`src/rtl/gpio_apb_pkg.sv`:
```
`default_nettype none
// ============================================================================
//  Module      : gpio_apb_pkg
//  Description : Shared constants for the gpio_apb_irq APB GPIO peripheral:
//                register offsets, CTRL bit index and width limits.
//  Revision    : 1.0  initial release
// ============================================================================
package gpio_apb_pkg;

  // Widest supported GPIO bank; also the APB data width
  localparam int GPIO_MAX_WIDTH = 32;

  // Width of the debounce threshold field
  localparam int DBNC_WIDTH = 16;

  // Byte offsets of the register map
  localparam logic [7:0] GPIO_CTRL   = 8'h00;
  localparam logic [7:0] GPIO_DATA   = 8'h04;
  localparam logic [7:0] GPIO_DIR    = 8'h08;
  localparam logic [7:0] GPIO_MASK   = 8'h0C;
  localparam logic [7:0] GPIO_EDGE   = 8'h10;
  localparam logic [7:0] GPIO_POL    = 8'h14;
  localparam logic [7:0] GPIO_BOTH   = 8'h18;
  localparam logic [7:0] GPIO_STATUS = 8'h1C;
  localparam logic [7:0] GPIO_DBNC   = 8'h20;

  // CTRL register: global interrupt enable bit
  localparam int CTRL_IRQ_EN_BIT = 0;

endpackage
`default_nettype wire

```
`src/rtl/gpio_apb_irq_chan.sv`:
```
`default_nettype none
// ============================================================================
//  Module      : gpio_apb_irq_chan
//  Description : One GPIO input channel: synchroniser, optional debounce
//                filter (GPIO_DEBOUNCE_EN), previous-value register, event
//                detection and sticky W1C status flop.
//  Revision    : 1.0  initial release
// ============================================================================
module gpio_apb_irq_chan
  import gpio_apb_pkg::*;
#(
  parameter int SYNC_STAGES = 2
) (
  input  logic                  clk,
  input  logic                  rst_n,
  input  logic                  pad_in,
  input  logic                  edge_sel,
  input  logic                  pol,
  input  logic                  both,
  input  logic                  w1c,
`ifdef GPIO_DEBOUNCE_EN
  input  logic [DBNC_WIDTH-1:0] dbnc_n,
`endif
  output logic                  value,
  output logic                  status
);

  logic [SYNC_STAGES-1:0] sync_chain;
  logic                   sync;
  logic                   prev;
  logic                   evt;

  // Metastability chain: pad value shifts in at bit 0
  always_ff @(posedge clk or negedge rst_n) begin
    if (!rst_n) sync_chain <= '0;
    else        sync_chain <= {sync_chain[SYNC_STAGES-2:0], pad_in};
  end

  assign sync = sync_chain[SYNC_STAGES-1];

`ifdef GPIO_DEBOUNCE_EN
  logic                  filt;
  logic [DBNC_WIDTH-1:0] cnt;

  // Filtered value follows sync only after N consecutive differing cycles;
  // with N=0 it tracks sync so enabling the filter later causes no glitch
  always_ff @(posedge clk or negedge rst_n) begin
    if (!rst_n) begin
      filt <= 1'b0;
      cnt  <= '0;
    end else if (dbnc_n == '0 || sync == filt) begin
      filt <= sync;
      cnt  <= '0;
    end else if (cnt == dbnc_n - 16'd1) begin
      filt <= sync;
      cnt  <= '0;
    end else begin
      cnt  <= cnt + 16'd1;
    end
  end

  assign value = (dbnc_n == '0) ? sync : filt;
`else
  assign value = sync;
`endif

  // Previous value for edge detection
  always_ff @(posedge clk or negedge rst_n) begin
    if (!rst_n) prev <= 1'b0;
    else        prev <= value;
  end

  // Event: both edges, single polarity edge, or level match
  always_comb begin
    evt = 1'b0;
    if (edge_sel) begin
      if (both)     evt = value ^ prev;
      else if (pol) evt = value & ~prev;
      else          evt = ~value & prev;
    end else begin
      evt = (value == pol);
    end
  end

  // Sticky status; a new event wins over a simultaneous clear
  always_ff @(posedge clk or negedge rst_n) begin
    if (!rst_n) status <= 1'b0;
    else        status <= evt | (status & ~w1c);
  end

endmodule
`default_nettype wire

```
`src/rtl/gpio_apb_irq.sv`:
```
`default_nettype none
// ============================================================================
//  Module      : gpio_apb_irq
//  Description : Parametrised APB3 GPIO with per-bit direction, edge/level
//                interrupt events, sticky W1C status and a registered IRQ.
//                Optional input debounce filter enabled by GPIO_DEBOUNCE_EN.
//  Revision    : 1.0  initial release
// ============================================================================
module gpio_apb_irq
  import gpio_apb_pkg::*;
#(
  parameter int GPIO_WIDTH  = 32,
  parameter int SYNC_STAGES = 2,
  parameter int ADDR_WIDTH  = 8
) (
  input  logic                  PCLK,
  input  logic                  PRESETn,
  input  logic                  PSEL,
  input  logic                  PENABLE,
  input  logic [ADDR_WIDTH-1:0] PADDR,
  input  logic                  PWRITE,
  input  logic [31:0]           PWDATA,
  output logic [31:0]           PRDATA,
  output logic                  PREADY,
  output logic                  PSLVERR,
  input  logic [GPIO_WIDTH-1:0] GPIO_I,
  output logic [GPIO_WIDTH-1:0] GPIO_O,
  output logic [GPIO_WIDTH-1:0] GPIO_T,
  output logic                  IRQ
);

  localparam logic [ADDR_WIDTH-1:0] A_CTRL   = ADDR_WIDTH'(GPIO_CTRL);
  localparam logic [ADDR_WIDTH-1:0] A_DATA   = ADDR_WIDTH'(GPIO_DATA);
  localparam logic [ADDR_WIDTH-1:0] A_DIR    = ADDR_WIDTH'(GPIO_DIR);
  localparam logic [ADDR_WIDTH-1:0] A_MASK   = ADDR_WIDTH'(GPIO_MASK);
  localparam logic [ADDR_WIDTH-1:0] A_EDGE   = ADDR_WIDTH'(GPIO_EDGE);
  localparam logic [ADDR_WIDTH-1:0] A_POL    = ADDR_WIDTH'(GPIO_POL);
  localparam logic [ADDR_WIDTH-1:0] A_BOTH   = ADDR_WIDTH'(GPIO_BOTH);
  localparam logic [ADDR_WIDTH-1:0] A_STATUS = ADDR_WIDTH'(GPIO_STATUS);
  localparam logic [ADDR_WIDTH-1:0] A_DBNC   = ADDR_WIDTH'(GPIO_DBNC);

  logic                  ctrl_irq_en;
  logic [GPIO_WIDTH-1:0] mask;
  logic [GPIO_WIDTH-1:0] edge_mode;
  logic [GPIO_WIDTH-1:0] pol;
  logic [GPIO_WIDTH-1:0] both;
  logic [GPIO_WIDTH-1:0] in_value;
  logic [GPIO_WIDTH-1:0] status;
  logic [GPIO_WIDTH-1:0] w1c;
`ifdef GPIO_DEBOUNCE_EN
  logic [DBNC_WIDTH-1:0] dbnc_n;
`endif

  logic [ADDR_WIDTH-1:0] word_addr;
  logic                  unmapped;
  logic                  wr_en;
  logic                  rd_setup;
  logic [31:0]           rdata;
  logic                  unused_addr_bits;

  // Byte lanes are not decoded
  assign word_addr        = {PADDR[ADDR_WIDTH-1:2], 2'b00};
  assign unused_addr_bits = ^PADDR[1:0];

`ifdef GPIO_DEBOUNCE_EN
  assign unmapped = (word_addr > A_DBNC);
`else
  assign unmapped = (word_addr > A_STATUS);
`endif

  assign wr_en    = PSEL & PENABLE & PWRITE & ~unmapped;
  assign rd_setup = PSEL & ~PENABLE & ~PWRITE;
  assign PREADY   = 1'b1;
  assign PSLVERR  = PSEL & PENABLE & unmapped;
  assign w1c      = (wr_en && word_addr == A_STATUS) ? PWDATA[GPIO_WIDTH-1:0] : '0;

  // Configuration registers, committed in the APB access phase
  always_ff @(posedge PCLK or negedge PRESETn) begin
    if (!PRESETn) begin
      ctrl_irq_en <= 1'b0;
      GPIO_O      <= '0;
      GPIO_T      <= '0;
      mask        <= '0;
      edge_mode   <= '0;
      pol         <= '0;
      both        <= '0;
`ifdef GPIO_DEBOUNCE_EN
      dbnc_n      <= '0;
`endif
    end else if (wr_en) begin
      case (word_addr)
        A_CTRL:  ctrl_irq_en <= PWDATA[CTRL_IRQ_EN_BIT];
        A_DATA:  GPIO_O      <= PWDATA[GPIO_WIDTH-1:0];
        A_DIR:   GPIO_T      <= PWDATA[GPIO_WIDTH-1:0];
        A_MASK:  mask        <= PWDATA[GPIO_WIDTH-1:0];
        A_EDGE:  edge_mode   <= PWDATA[GPIO_WIDTH-1:0];
        A_POL:   pol         <= PWDATA[GPIO_WIDTH-1:0];
        A_BOTH:  both        <= PWDATA[GPIO_WIDTH-1:0];
`ifdef GPIO_DEBOUNCE_EN
        A_DBNC:  dbnc_n      <= PWDATA[DBNC_WIDTH-1:0];
`endif
        default: ;
      endcase
    end
  end

  // Read mux; unmapped offsets and bits above GPIO_WIDTH return 0
  always_comb begin
    rdata = '0;
    if (!unmapped) begin
      case (word_addr)
        A_CTRL:   rdata[CTRL_IRQ_EN_BIT] = ctrl_irq_en;
        A_DATA:   rdata = 32'(in_value);
        A_DIR:    rdata = 32'(GPIO_T);
        A_MASK:   rdata = 32'(mask);
        A_EDGE:   rdata = 32'(edge_mode);
        A_POL:    rdata = 32'(pol);
        A_BOTH:   rdata = 32'(both);
        A_STATUS: rdata = 32'(status);
`ifdef GPIO_DEBOUNCE_EN
        A_DBNC:   rdata = 32'(dbnc_n);
`endif
        default:  rdata = '0;
      endcase
    end
  end

  // Read data captured in the setup phase, held otherwise
  always_ff @(posedge PCLK or negedge PRESETn) begin
    if (!PRESETn)      PRDATA <= '0;
    else if (rd_setup) PRDATA <= rdata;
  end

  for (genvar i = 0; i < GPIO_WIDTH; i++) begin : g_chan
    gpio_apb_irq_chan #(
      .SYNC_STAGES(SYNC_STAGES)
    ) u_chan (
      .clk     (PCLK),
      .rst_n   (PRESETn),
      .pad_in  (GPIO_I[i]),
      .edge_sel(edge_mode[i]),
      .pol     (pol[i]),
      .both    (both[i]),
      .w1c     (w1c[i]),
`ifdef GPIO_DEBOUNCE_EN
      .dbnc_n  (dbnc_n),
`endif
      .value   (in_value[i]),
      .status  (status[i])
    );
  end

  // Registered interrupt: any masked pending event while globally enabled
  always_ff @(posedge PCLK or negedge PRESETn) begin
    if (!PRESETn) IRQ <= 1'b0;
    else          IRQ <= ctrl_irq_en & (|(status & mask));
  end

endmodule
`default_nettype wire

```
`config.mk`:
```
export PLATFORM = sky130hd
export DESIGN_NAME = gpio_apb_irq
export DESIGN_NICKNAME = d
export VERILOG_FILES = /design/src/rtl/gpio_apb_pkg.sv /design/src/rtl/gpio_apb_irq_chan.sv /design/src/rtl/gpio_apb_irq.sv
export SDC_FILE = /design/constraint.sdc
export NUM_CORES = 1
export LEC_CHECK = 0
export ABC_CLOCK_PERIOD_IN_PS = 2120
export CORE_ASPECT_RATIO = 1.25
export CORE_MARGIN = 2
export CORE_UTILIZATION = 60
export DETAILED_ROUTE_END_ITERATION = 7
export PLACE_DENSITY = 0.95
export SETUP_SLACK_MARGIN = 0.2
export SLEW_MARGIN = 0
export SYNTH_ARGS = -nofsm -noshare
export SYNTH_HDL_FRONTEND = slang
export SYNTH_HIERARCHICAL = 1
export SYNTH_SLANG_ARGS = --single-unit
```
`constraint.sdc`:
```
create_clock -name PCLK -period 2.12 [get_ports PCLK]
set_input_delay 0.318 -clock PCLK [delete_from_list [all_inputs] [get_ports PCLK]]
set_output_delay 0.318 -clock PCLK [all_outputs]
set_load 0.01 [all_outputs]
```
Word-level counts from Yosys, hierarchy flattened:

Cells that the tools add are included.

* flip-flop bits (word level): 354
* latch bits: 0
* RAM bits: 0
* bits in read-only memories: 0
* output and inout port bits: 99
* memories: 0

* $add $sub $neg: 0
* multiply operators: 0
* div/mod/pow operators: 0
* $lt $le $gt $ge: 1
* eq/ne operators: 39
* shift operators: 0
* mux-type cells: 100
* bitwise logic cells: 267
* reductions and logical operators: 10

Operator list (count)
* $pmux 31 s7: 1
* $and 1x1->1: 103
* $not 1->1: 99
* $mux 1: 96
* $mux 32: 2
* $and 32x32->32: 1
* $eq 1x1->1: 32
* $or 1x1->1: 32
* $reduce_or 32->1: 1
* $xor 1x1->1: 32
* $eq 6x3->1 const B: 4
* $reduce_and 2->1: 7
* $eq 6x2->1 const B: 2
* $gt 8x5->1 const B: 1
* $logic_not 8->1: 1
* $pmux 1 s8: 1
* $eq 6x1->1 const B: 1
* $logic_and 1x1->1: 1

Longest topological paths before layout:

Gate-level depths: netlist of the first run.

* depth in word-level cells: 8
* gate-level depth with buffers: 7
* gate-level depth less buffers: 5

By module:

Netlist of the first run, hierarchy kept.

Modules (own cells, without submodules)
* gpio_apb_irq: instances 1, cells each 845, area each 10780.3 um2, sequential area each 5655.4 um2
* gpio_apb_irq_chan: instances 32, cells each 14, area each 198.9 um2, sequential area each 100.1 um2

Worst setup path before layout of the first run:

OpenSTA, ideal clock, no wires.

* path kind: in2reg
* start point: input port PADDR[7]
* end point: register GPIO_T[18]
* setup time: 0.125 ns
* data arrival time: 1.917 ns
* data required time: 1.995 ns
* slack: 0.078 ns
* stages on the path: 6
* cells stage by stage: or3_1 buf_2 or2_4 nor3_4 buf_6 mux2_2

* word-level cells in the longest chain between the ends: 4
* elaborated cells between the ends (all ways): 5

Ends and longest elaborated chain
* start, declared: RTL line gpio_apb_irq.sv:20 `input logic [ADDR_WIDTH-1:0] PADDR,`
* $gt 8x5->1: RTL line gpio_apb_irq.sv:68 `assign unmapped = (word_addr > A_STATUS);`
* $not 1->1: RTL line gpio_apb_irq.sv:71 `assign wr_en = PSEL & PENABLE & PWRITE & ~unmapped;`
* $and 1x1->1: RTL line gpio_apb_irq.sv:71
* $reduce_and 2->1 (no source line) *
* end signal, assigned: RTL line gpio_apb_irq.sv:94 `A_DIR: GPIO_T <= PWDATA[GPIO_WIDTH-1:0];`
* end, declared: RTL line gpio_apb_irq.sv:28 `output logic [GPIO_WIDTH-1:0] GPIO_T,`

Mark *: on every way between the ends. The rest lies on a longest branch, timed or not.
A chain may end at the register's enable or synchronous reset.

Worst setup path in the final report of the first run:

* start point: input port PADDR[3]
* end point: register g_chan[7].u_chan.status

* word-level cells in the longest chain between the ends: 8
* elaborated cells between the ends (all ways): 9

Ends and longest elaborated chain
* $gt 8x5->1: RTL line gpio_apb_irq.sv:68
* $not 1->1: RTL line gpio_apb_irq.sv:71
* $and 1x1->1: RTL line gpio_apb_irq.sv:71
* $logic_and 1x1->1 *: RTL line gpio_apb_irq.sv:75 `assign w1c = (wr_en && word_addr == A_STATUS) ? PWDATA[GPIO_WIDTH-1:0] : '0;`
* $mux 32 *: RTL line gpio_apb_irq.sv:75
* named net w1c[7]: RTL line gpio_apb_irq.sv:49 `logic [GPIO_WIDTH-1:0] w1c;`
* $not 1->1 *: RTL line gpio_apb_irq_chan.sv:88 `else status <= evt | (status & ~w1c);`
* $and 1x1->1 *: RTL line gpio_apb_irq_chan.sv:88
* $or 1x1->1 *: RTL line gpio_apb_irq_chan.sv:88
* end signal, assigned: RTL line gpio_apb_irq_chan.sv:88
* end, declared: RTL line gpio_apb_irq_chan.sv:25 `output logic status`

Mark *: on every way through the listed nets, which the timed path passes. The rest lies on a longest branch.

==> impl_metrics.csv, run 1 <==
group,metric,value,unit
outcome,status,"finished, final reports clean",
finish,num_antenna_cells,0,
finish,layout_commonest_cell,"dfrtp_1",
die,core_area,0.0283,mm²
sta,final_hold_viol_count,0,
cts,cts_tree,"built",
sta,worstMarginPinSlew,594,ps
cts,root_buffer,"clkbuf_16",
pwr,peakVddDrop,0.000603,V
pwr,power.internal,11.3,mW
die,die_area,0.0300,mm²
placement,place.gp.congestion,0.885,
cts,clk_latency,520,ps
sta,period_share,89.8,%
finish,area_growth,22.1,%
synth,yosysUniqueCellTypes,47,
worst_setup_path,path_cells,"clkdlybuf4s50_1 -> buf_4 -> nand3_1 -> buf_4 -> nor3_4 -> buf_4 -> and2_1 -> o221ai_2",
sta,setup_viol,0,
global_routing,antenna_found_initial,0,
global_routing,grt_pass1_vias,13700,
global_routing,grt_max_degree,65,
global_routing,grt_pass1_wl,76700,µm
die,rows,69,
synth,syn_inst,1293,
synth,synth_edf_count,0,
die,die_w,155,µm
sta,clock_skew,12.8,ps
pwr,clockPowerShare,44.1,%
cts,htree_levels,2,
pwr,comb_power_share,8.1,%
sta,setup_tns,0,ps
synth,synth_area_per_cell,13.3,µm²
worst_setup_path,crit_top_cell,"buf_4",
cts,clock_path_buffers,3,
synth,syn_nets,1434,
finish,nFillCells,1614,
cts,path_clk_slew,70,ps
pwr,finalPower,14.9,mW
worst_setup_path,critPathKind,"primary input to register",
finish,drive_gt1_share,30.3,%
placement,post-dp-hpwl,30200,µm
finish,nets,1639,
worst_setup_path,required,2510,ps
drt,vias,12400,
synth,ys_async_sr_fraction,100,%
sta,maxSlewHeadroom,60.4,%
pwr,p_switching,3.54,mW
drt,wl_per_cell,26.5,µm
drt,wirelength,49700,µm
finish,layout_common_cells,"dfrtp_1 (352), mux2_2 (192), clkdlybuf4s50_1 (165)",
die,die_h,193,µm
synth,yosysSeqAreaShare,51.7,%
synth,syn-cell-area,0.0171,mm²
pwr,seqPwrFrac,47.8,%
worst_setup_path,max_stage_delay,510,ps
synth,ys.flop_type,"dfrtp_1",
global_routing,grt.overflow.total,0,
cts,cts_made_buffers,35,
worst_setup_path,startpoint_type,"primary input",
sta,holdWs,233,ps
placement,numPortBuffers,172,
synth,ys_warn_count,6,
sta,maxSlewViolCount,0,
cts,clkSinkCount,354,
worst_setup_path,cpMaxStageDelayCell,"clkdlybuf4s50_1",
die,ios,176,
drt,drtPass1Iterations,6,
global_routing,grt_usage,33.3,%
worst_setup_path,worst_ep_arrival_time,2290,ps
job,max_cap_violations,0,
worst_hold_path,hp-class,"primary input to register",
worst_setup_path,critPathMaxFanout,13,
die,start_util,60.6,%
worst_setup_path,endpoint_kind,"register",
drt,drt_iter0_drc,1263,
drt,final_antenna_net_count,0,
sta,max_freq,525,MHz
synth,ys_ff_latch,354,
finish,regArea,0.00886,mm²
pwr,power_per_cell_area,710,mW/mm²
sta,rsz0062_at_grt,"false",
drt,via_per_inst,6.63,
sta,min_period,1900,ps
pwr,sw_frac_of_total,23.8,%
drt,drc,0,
finish,multi_input_area,0.00766,mm²
pwr,p_leak,9.91,nW
finish,final_util,73.9,%
-- worst paths after layout --
check,slack [ps],from,depth (start not counted),to
max,220,PADDR[3],8,g_chan[7].u_chan/status$_DFF_PN0_
min,230,GPIO_I[7],1,g_chan[7].u_chan/sync_chain[0]$_DFF_PN0_
max reg2reg,420,mask[24]$_DFFE_PN0P_,3,IRQ$_DFF_PN0_
min reg2reg,330,g_chan[3].u_chan/sync_chain[0]$_DFF_PN0_,0,g_chan[3].u_chan/sync_chain[1]$_DFF_PN0_
max in group asynchronous,1030,PRESETn,3,g_chan[17].u_chan/prev$_DFF_PN0_
min in group asynchronous,320,PRESETn,2,GPIO_O[3]$_DFFE_PN0P_
-- logic make-up (layout without fill, tap and decap cells) --
kind of cell	after synthesis	count (layout)	share of synthesized area, %
DFF	354	354	51.7
muxes	293	293	19.5
AOI/OAI and AO/OA	236	236	12.1
buffers and inverters	165	393	4.01
and+or+nand+nor	148	148	6.39
adders and majority gates	64	64	4.67
xor gates and xnor gates	32	32	1.63
other	1	1	0.0219
-- Yosys cell counts (2+ instances only) --
cell type	instances	area [µm²]
dfrtp_1	354	8860
mux2i_1	65	651
nor3_4	2	32.5
a21oi_1	76	380
buf_2	14	70.1
buf_1	4	15.0
inv_1	98	368
o32a_1	13	130
nor2_1	4	15.0
buf_4	7	52.6
clkbuf_1	38	143
nor3_1	21	105
o221ai_2	32	480
o21ai_0	3	15.0
a221oi_1	30	263
nand3b_1	29	218
mux2_1	3	33.8
buf_6	3	33.8
nand2_4	32	360
nand4_1	4	25.0
xor2_1	32	280
mux2_4	32	480
nand2_1	7	26.3
nor2b_1	3	18.8
and3_1	3	18.8
ha_1	64	801
and2_1	32	200
o211ai_2	32	400
mux2_2	192	2160
o22a_1	16	140
nand3_1	4	20.0
a22oi_1	29	218
-- metal layers --
metal  global-route usage [%]  vias to the layer above  wire length [µm]
met1                     39.2                     6293             17800
li1                         -                     5093                 -
met2                     56.2                      783             24700
met3                     7.02                      268              4010
met4                     20.6                        0              3200
met5                        0                        -                 0
-- state kept, by name, summed over array words and instances, names as in the netlist --
name and count:
both 32, g_chan.u_chan/prev 32, GPIO_T 32, g_chan.u_chan/sync_chain 64, edge_mode 32, GPIO_O 32
g_chan.u_chan/status 32, ctrl_irq_en 1, mask 32, pol 32, PRDATA 32, IRQ 1
-- power groups by stage --
stage | Sequential [mW] | Combinational [mW] | Clock (mW)
6_report | 7.11 | 1.20 | 6.56
5_1_grt | 7.12 | 1.28 | 6.90
4_1_cts | 7.10 | 1.18 | 6.60
3_5_place_dp | 7.22 | 1.15 | 0
3_3_place_gp | 7.21 | 1.11 | 0
2_1_floorplan | 7.18 | 0.515 | 0
-- metrics by stage --
stage | setup slack (ps) | cells | area [µm²]
floorplan | 179 | 1293 | 17200
global placement | -305 | 1814 | 19700
detailed placement | -345 | 1814 | 19700
CTS | 190 | 1876 | 20900
global route | 199 | 1876 | 20900
finish | 217 | 1876 | 20900
-- repair_timing --
| action | CTS | global route |
|---|---|---|
| setup endpoints to repair | 123 | 34 |
| buffers inserted | 1 | 0 |
| pin swaps | 1 | 1 |
| gates resized for setup | 5 | 9 |
| endpoints found under the hold margin | 48 | 0 |
| hold buffers | 1 | 0 |
-- critical path: cells and delay by family --
kind	cells	cell delay, ps
AO/OA/AOI/OAI	1	110
buffers and inverters	4	1220
AND/OR/NAND/NOR	3	640
-- cell type report --
class / instances / area share, %
flip-flops and latches: 354 / 42.3
multi-input cells: 774 / 36.6
clock inverters: 12 / 0.813
well taps: 355 / 2.12
inverters: 98 / 1.76
clock buffers: 48 / 4.91
repair buffers: 235 / 11.5
Power figures use the tool's default switching activity.
==> inputs of run 2 (changes only) <==
--- a/config.mk
+++ b/config.mk
@@ -5,6 +5,7 @@
 export SDC_FILE = /design/constraint.sdc
 export NUM_CORES = 1
 export LEC_CHECK = 0
+export ABC_AREA = 1
 export ABC_CLOCK_PERIOD_IN_PS = 2120
 export CORE_ASPECT_RATIO = 1.25
 export CORE_MARGIN = 2
==> impl_metrics.csv, run 2 <==
group,metric,value,unit
worst_setup_path,max_stage_delay,590,ps
cts,clock_path_buffers,3,
worst_setup_path,worst_ep_arrival_time,2770,ps
synth,yosysTopAreaCell,"dfrtp_1",
sta,setup_ws,-287,ps
die,core_area,0.0276,mm²
placement,post-dp-hpwl,32300,µm
sta,clock_skew,21.3,ps
die,die_area,0.0294,mm²
pwr,peakVddDrop,0.000575,V
placement,pre_cts_ws,-99.5,ps
global_routing,grt.overflow.total,0,
job,max_cap_violations,0,
synth,synth_common_cells,"nand2_1 (676), dfrtp_1 (354), inv_1 (265)",
cts,htree_levels,2,
drt,drc,0,
synth,ys_warn_count,6,
worst_hold_path,hp-class,"primary input to register",
sta,worstMarginPinSlew,730,ps
sta,period_share,114,%
cts,root_buffer,"clkbuf_16",
finish,area_growth,23.0,%
synth,yosysUniqueCellTypes,21,
sta,max_freq,415,MHz
die,rows,68,
sta,maxSlewViolCount,0,
die,start_util,60.9,%
worst_setup_path,critPathKind,"primary input to register",
pwr,power_per_cell_area,691,mW/mm²
sta,setup_viol,2,
synth,syn_nets,2252,
worst_setup_path,endpoint_kind,"register",
finish,drive_gt1_share,6.06,%
cts,cts_made_buffers,36,
drt,final_antenna_net_count,0,
cts,clkSinkCount,354,
global_routing,grt_pass1_vias,17400,
synth,ys_ff_latch,354,
cts,path_clk_slew,70,ps
cts,cts_tree,"built",
sta,maxSlewHeadroom,50.8,%
finish,regMostFlops,"g_chan.u_chan/sync_chain",
finish,nets,2446,
worst_setup_path,required,2480,ps
drt,wirelength,53900,µm
cts,clk_latency,540,ps
worst_setup_path,startpoint_type,"primary input",
die,die_w,154,µm
finish,layout_common_cells,"nand2_1 (674), dfrtp_1 (354), inv_1 (265)",
drt,drt_iter0_drc,2558,
outcome,status,"complete, but fails checks",
outcome,violations,"negative setup slack",
sta,rsz0062_at_grt,"true",
finish,final_util,75.0,%
synth,yosysTopAreaCellShare,52.7,%
synth,synth_most_common_cell,"nand2_1",
finish,nFillCells,1635,
pwr,p_leak,10.3,nW
synth,synth_edf_count,0,
global_routing,antenna_found_initial,2,
synth,synth_area_per_cell,7.96,µm²
synth,syn_inst,2111,
synth,ys_async_sr_fraction,100,%
synth,ys.flop_type,"dfrtp_1",
global_routing,grt_max_degree,65,
sta,min_period,2410,ps
finish,largest_reg_flops,64,
drt,vias,16700,
sta,final_hold_viol_count,0,
synth,yosys-top-cells-area,"dfrtp_1 (53%), nand2_1 (15%), nand3_1 (6.4%), inv_1 (5.9%), o21ai_0 (5.2%)",
placement,numPortBuffers,172,
worst_setup_path,path_cells,"clkdlybuf4s50_1 -> nor2_4 -> buf_4 -> nand2_1 -> inv_1 -> nand3_2 -> buf_12 -> o21ai_0",
placement,place.gp.congestion,0.898,
die,ios,176,
synth,yosysSeqAreaShare,52.7,%
synth,syn-cell-area,0.0168,mm²
worst_setup_path,cpMaxStageDelayCell,"o21ai_0",
drt,drtPass1Iterations,7,
drt,wl_per_cell,20.1,µm
worst_setup_path,critPathMaxFanout,28,
global_routing,grt_usage,36.2,%
finish,layout_commonest_cell,"nand2_1",
drt,via_per_inst,6.23,
die,die_h,191,µm
global_routing,grt_pass1_wl,85000,µm
[run 2: changes by cell type after synthesis, moves of 63 or more]
cell,delta
inv_1,+167
nand2_1,+669
nand4_1,+63
mux2i_1,-65
mux2_2,-192
o21ai_0,+172
nor2_1,+134
nand3_1,+212
[run 2: cells by family (layout without fill, tap and decap cells)]
| logic type | count (synthesis) | in the layout | synth area share [%] |
|---|---|---|---|
| buf+inv | 357 | 573 | 8.06 |
| other cells | 1 | 3 | 0.0223 |
| simple gates | 1106 | 1106 | 27.6 |
| fa+ha+maj | 64 | 64 | 4.77 |
| compound gates | 229 | 229 | 6.84 |
| flops | 354 | 354 | 52.7 |
[run 2: worst paths after layout]
check	from	endpoint	slack, ps	cells after the start
worst max-delay path	PADDR[6]	GPIO_T[0]$_DFFE_PN0P_	-290	8
worst min-delay path	GPIO_I[22]	g_chan[22].u_chan/sync_chain[0]$_DFF_PN0_	220	1
worst max register to register	g_chan[1].u_chan/status$_DFF_PN0_	IRQ$_DFF_PN0_	730	6
worst min register to register	g_chan[27].u_chan/sync_chain[0]$_DFF_PN0_	g_chan[27].u_chan/sync_chain[1]$_DFF_PN0_	340	0
max in group asynchronous	PRESETn	both[15]$_DFFE_PN0P_	1000	3
min in group asynchronous	PRESETn	g_chan[29].u_chan/sync_chain[0]$_DFF_PN0_	330	2
[run 2: worst max-delay path: cells and delay by family]
family                 cells  cell delay (ps)
AND/OR/NAND/NOR            3              620
buffers and inverters      4             1230
AO/OA/AOI/OAI              1              590
[run 2: cell type report]
cell class | instances | area [µm²] | area share (%)
timing repair buffer | 248 | 2600 | 12.6
antenna | 2 | 5.00 | 0.0242
inverter | 265 | 995 | 4.81
clock inverter | 6 | 70.1 | 0.339
tap | 350 | 438 | 2.12
multi-input combinational | 1400 | 6650 | 32.2
clock buffer | 54 | 1050 | 5.09
sequential | 354 | 8860 | 42.9
[run 2: routing by layer]
metal | vias up | GRT usage (%) | part of all wire [%]
met5 | - | 0 | 0
met4 | 0 | 25.7 | 7.9
met3 | 459 | 9.86 | 13
met2 | 1410 | 58.9 | 47
met1 | 7743 | 41.4 | 33
li1 | 7072 | - | -
[run 2: repair_timing]
action | 4_1_cts | 5_1_grt
pin swaps | 1 | 0
setup endpoints to repair | 1 | 2
hold buffers | 1 | 0
resized for setup | 2 | 1
hold endpoints to repair | 49 | 0
setup buffers | 1 | 0
[run 2: stage by stage]
step	TNS, ps	power (mW)	instances	hold slack (ps)	cell area (µm²)
global placement	-94.8	8.07	2615	298	19500
detailed placement	-1030	8.12	2615	298	19500
finish	-324	14.3	2679	218	20700
CTS	0	14.2	2677	218	20700
global route	-367	14.7	2679	224	20700
floorplan	0	7.48	2111	22.4	16800
[run 2: power breakdown]
group          leakage, nW  switching [mW]  internal (mW)
Combinational         5.20           0.674          0.387
Clock                0.549            2.65           3.55
Sequential            4.55           0.125           6.89
Total                 10.3            3.45           10.8
==> inputs of run 3 (changes only) <==
--- a/config.mk
+++ b/config.mk
@@ -6,12 +6,12 @@
 export NUM_CORES = 1
 export LEC_CHECK = 0
 export ABC_AREA = 1
-export ABC_CLOCK_PERIOD_IN_PS = 2120
+export ABC_CLOCK_PERIOD_IN_PS = 2000
 export CORE_ASPECT_RATIO = 1.25
 export CORE_MARGIN = 2
-export CORE_UTILIZATION = 60
+export CORE_UTILIZATION = 52
 export DETAILED_ROUTE_END_ITERATION = 7
-export PLACE_DENSITY = 0.95
+export PLACE_DENSITY = 0.88
 export SETUP_SLACK_MARGIN = 0.2
 export SLEW_MARGIN = 0
 export SYNTH_ARGS = -nofsm -noshare
==> constraint.sdc (replaced) <==
create_clock -name PCLK -period 2 [get_ports PCLK]
set_input_delay 0.3 -clock PCLK [delete_from_list [all_inputs] [get_ports PCLK]]
set_output_delay 0.3 -clock PCLK [all_outputs]
set_load 0.01 [all_outputs]
==> impl_metrics.csv, run 3 (synthesis results as in run 2) <==
group,metric,value,unit
global_routing,grt_pass1_vias,16200,
finish,nets,2463,
drt,vias,15700,
sta,maxSlewViolCount,0,
finish,fin_cells,2757,
placement,place.gp.congestion,0.880,
sta,final_hold_viol_count,0,
pwr,p_switching,3.56,mW
sta,period_share,88.9,%
cts,htree_levels,2,
worst_setup_path,worst_ep_arrival_time,1480,ps
worst_setup_path,startpoint_type,"register",
cts,clock_path_buffers,3,
finish,final_util,66.2,%
die,ios,176,
cts,root_buffer,"clkbuf_16",
drt,drtPass1Iterations,6,
worst_setup_path,max_stage_delay,570,ps
worst_setup_path,cpMaxStageDelayCell,"clkdlybuf4s50_1",
global_routing,grt_pass1_wl,78800,µm
die,die_w,165,µm
pwr,clockPowerShare,44.0,%
drt,wirelength,49300,µm
drt,via_per_inst,5.68,
cts,cts_made_buffers,36,
drt,wl_per_cell,17.9,µm
global_routing,use_met1,35.5,%
placement,post-dp-hpwl,32000,µm
cts,clkSinkCount,354,
worst_setup_path,required,1700,ps
sta,max_freq,562,MHz
finish,drive_gt1_share,7.08,%
global_routing,grt.overflow.total,0,
pwr,comb_power_share,7.3,%
pwr,seqPwrFrac,48.7,%
drt,drt_iter0_drc,1631,
pwr,peakVddDrop,0.000579,V
cts,path_clk_slew,60,ps
worst_setup_path,critPathBufInv,1,
pwr,sw_frac_of_total,23.4,%
placement,placedCellCount,2688,
die,core_area,0.0318,mm²
worst_setup_path,critPathMaxFanout,2,
global_routing,gr-usage-met2,49.9,%
finish,layout_common_cells,"nand2_1 (674), dfrtp_1 (354), inv_1 (265)",
sta,setup_viol,0,
die,die_h,205,µm
sta,clock_skew,19.9,ps
worst_setup_path,critPathKind,"register to primary output",
job,max_cap_violations,0,
finish,nFillCells,2382,
worst_hold_path,whs_path_depth,1,
global_routing,antenna_found_initial,1,
finish,largest_reg_flops,64,
cts,cts_tree,"built",
die,rows,73,
worst_setup_path,endpoint_kind,"primary output",
sta,rsz0062_at_grt,"false",
pwr,power.internal,11.7,mW
die,start_util,52.9,%
finish,layout_commonest_cell,"nand2_1",
worst_setup_path,path_cells,"clkdlybuf4s50_1",
pwr,p_leak,10.7,nW
placement,numPortBuffers,172,
outcome,status,"finished, final reports clean",
worst_hold_path,hp-class,"primary input to register",
cts,clk_latency,530,ps
drt,drc,0,
global_routing,grt_usage,29.6,%
pwr,power_per_cell_area,725,mW/mm²
worst_setup_path,crit_cells,1,
sta,min_period,1780,ps
worst_setup_path,rr_worst_depth,5,
finish,area_growth,25.2,%
global_routing,grtUsageMet3,5.18,%
finish,regMostFlops,"g_chan.u_chan/sync_chain",
die,die_area,0.0338,mm²
drt,final_antenna_net_count,0,
global_routing,grt_max_degree,55,
global_routing,grt.busiest_layer,"met2",
worst_setup_path,cp_top_family,"buffers and inverters",
## run 3: cell count changes in the layout (fill, tap and decap cells not counted), moves of 4 or more
cell,previous run,this run
clkdlybuf4s50_1,170,148
dlymetal6s2s_1,0,13
buf_4,51,60
buf_12,24,32
dlygate4sd2_1,1,9
clkbuf_1,12,5
clkinv_2,3,7
## run 3: worst paths after layout
check	endpoint	slack (ps)	from
min in group asynchronous	g_chan[13].u_chan/sync_chain[0]$_DFF_PN0_	300	PRESETn
hold / removal	g_chan[16].u_chan/sync_chain[0]$_DFF_PN0_	210	GPIO_I[16]
hold reg to reg	g_chan[26].u_chan/sync_chain[1]$_DFF_PN0_	350	g_chan[26].u_chan/sync_chain[0]$_DFF_PN0_
setup / recovery	GPIO_O[13]	220	GPIO_O[13]$_DFFE_PN0P_
max in group asynchronous	g_chan[30].u_chan/sync_chain[1]$_DFF_PN0_	1010	PRESETn
setup reg to reg	g_chan[3].u_chan/status$_DFF_PN0_	710	g_chan[3].u_chan/sync_chain[1]$_DFF_PN0_
## run 3: routing by layer
metal,wire (µm),up-vias
met5,0,-
met4,2820,0
met3,4520,249
met1,17900,7421
met2,24100,909
li1,-,7094
## run 3: repair_timing
item	CTS	global route
gates resized for setup	10	16
hold buffers	1	0
gates cloned	0	0
setup endpoints to repair	13	17
setup buffers	4	3
endpoints found under the hold margin	38	0
pin swaps	0	2
## run 3: metrics by stage
step / area (µm²) / power, mW / setup TNS [ps] / worst slack (ps) / hold slack, ps
6_report: 21000 / 15.3 / 0 / 221 / 206
5_1_grt: 21000 / 15.7 / 0 / 201 / 212
4_1_cts: 21000 / 15.3 / 0 / 201 / 198
3_5_place_dp: 19800 / 8.64 / -11230 / -131 / 249
3_3_place_gp: 19800 / 8.58 / -5550 / -85.5 / 248
2_1_floorplan: 16800 / 7.93 / 0 / 411 / 4.41
## run 3: final cells by class
type / count / area (µm²) / area share, %
Clock buffer: 47 / 1010 / 4.82
Inverter: 265 / 995 / 4.73
Multi-Input combinational cell: 1400 / 6650 / 31.6
Sequential cell: 354 / 8860 / 42.1
Tap cell: 412 / 515 / 2.45
Timing Repair Buffer: 265 / 2850 / 13.5
Clock inverter: 13 / 149 / 0.708
Antenna cell: 1 / 2.50 / 0.0119
## run 3: power groups by stage
stage / clock [mW] / sequential [mW] / combinational [mW]
floorplan: 0 / 7.54 / 0.397
global placement: 0 / 7.55 / 1.03
detailed placement: 0 / 7.56 / 1.08
CTS: 6.77 / 7.43 / 1.10
global route: 7.07 / 7.45 / 1.21
finish: 6.71 / 7.43 / 1.11
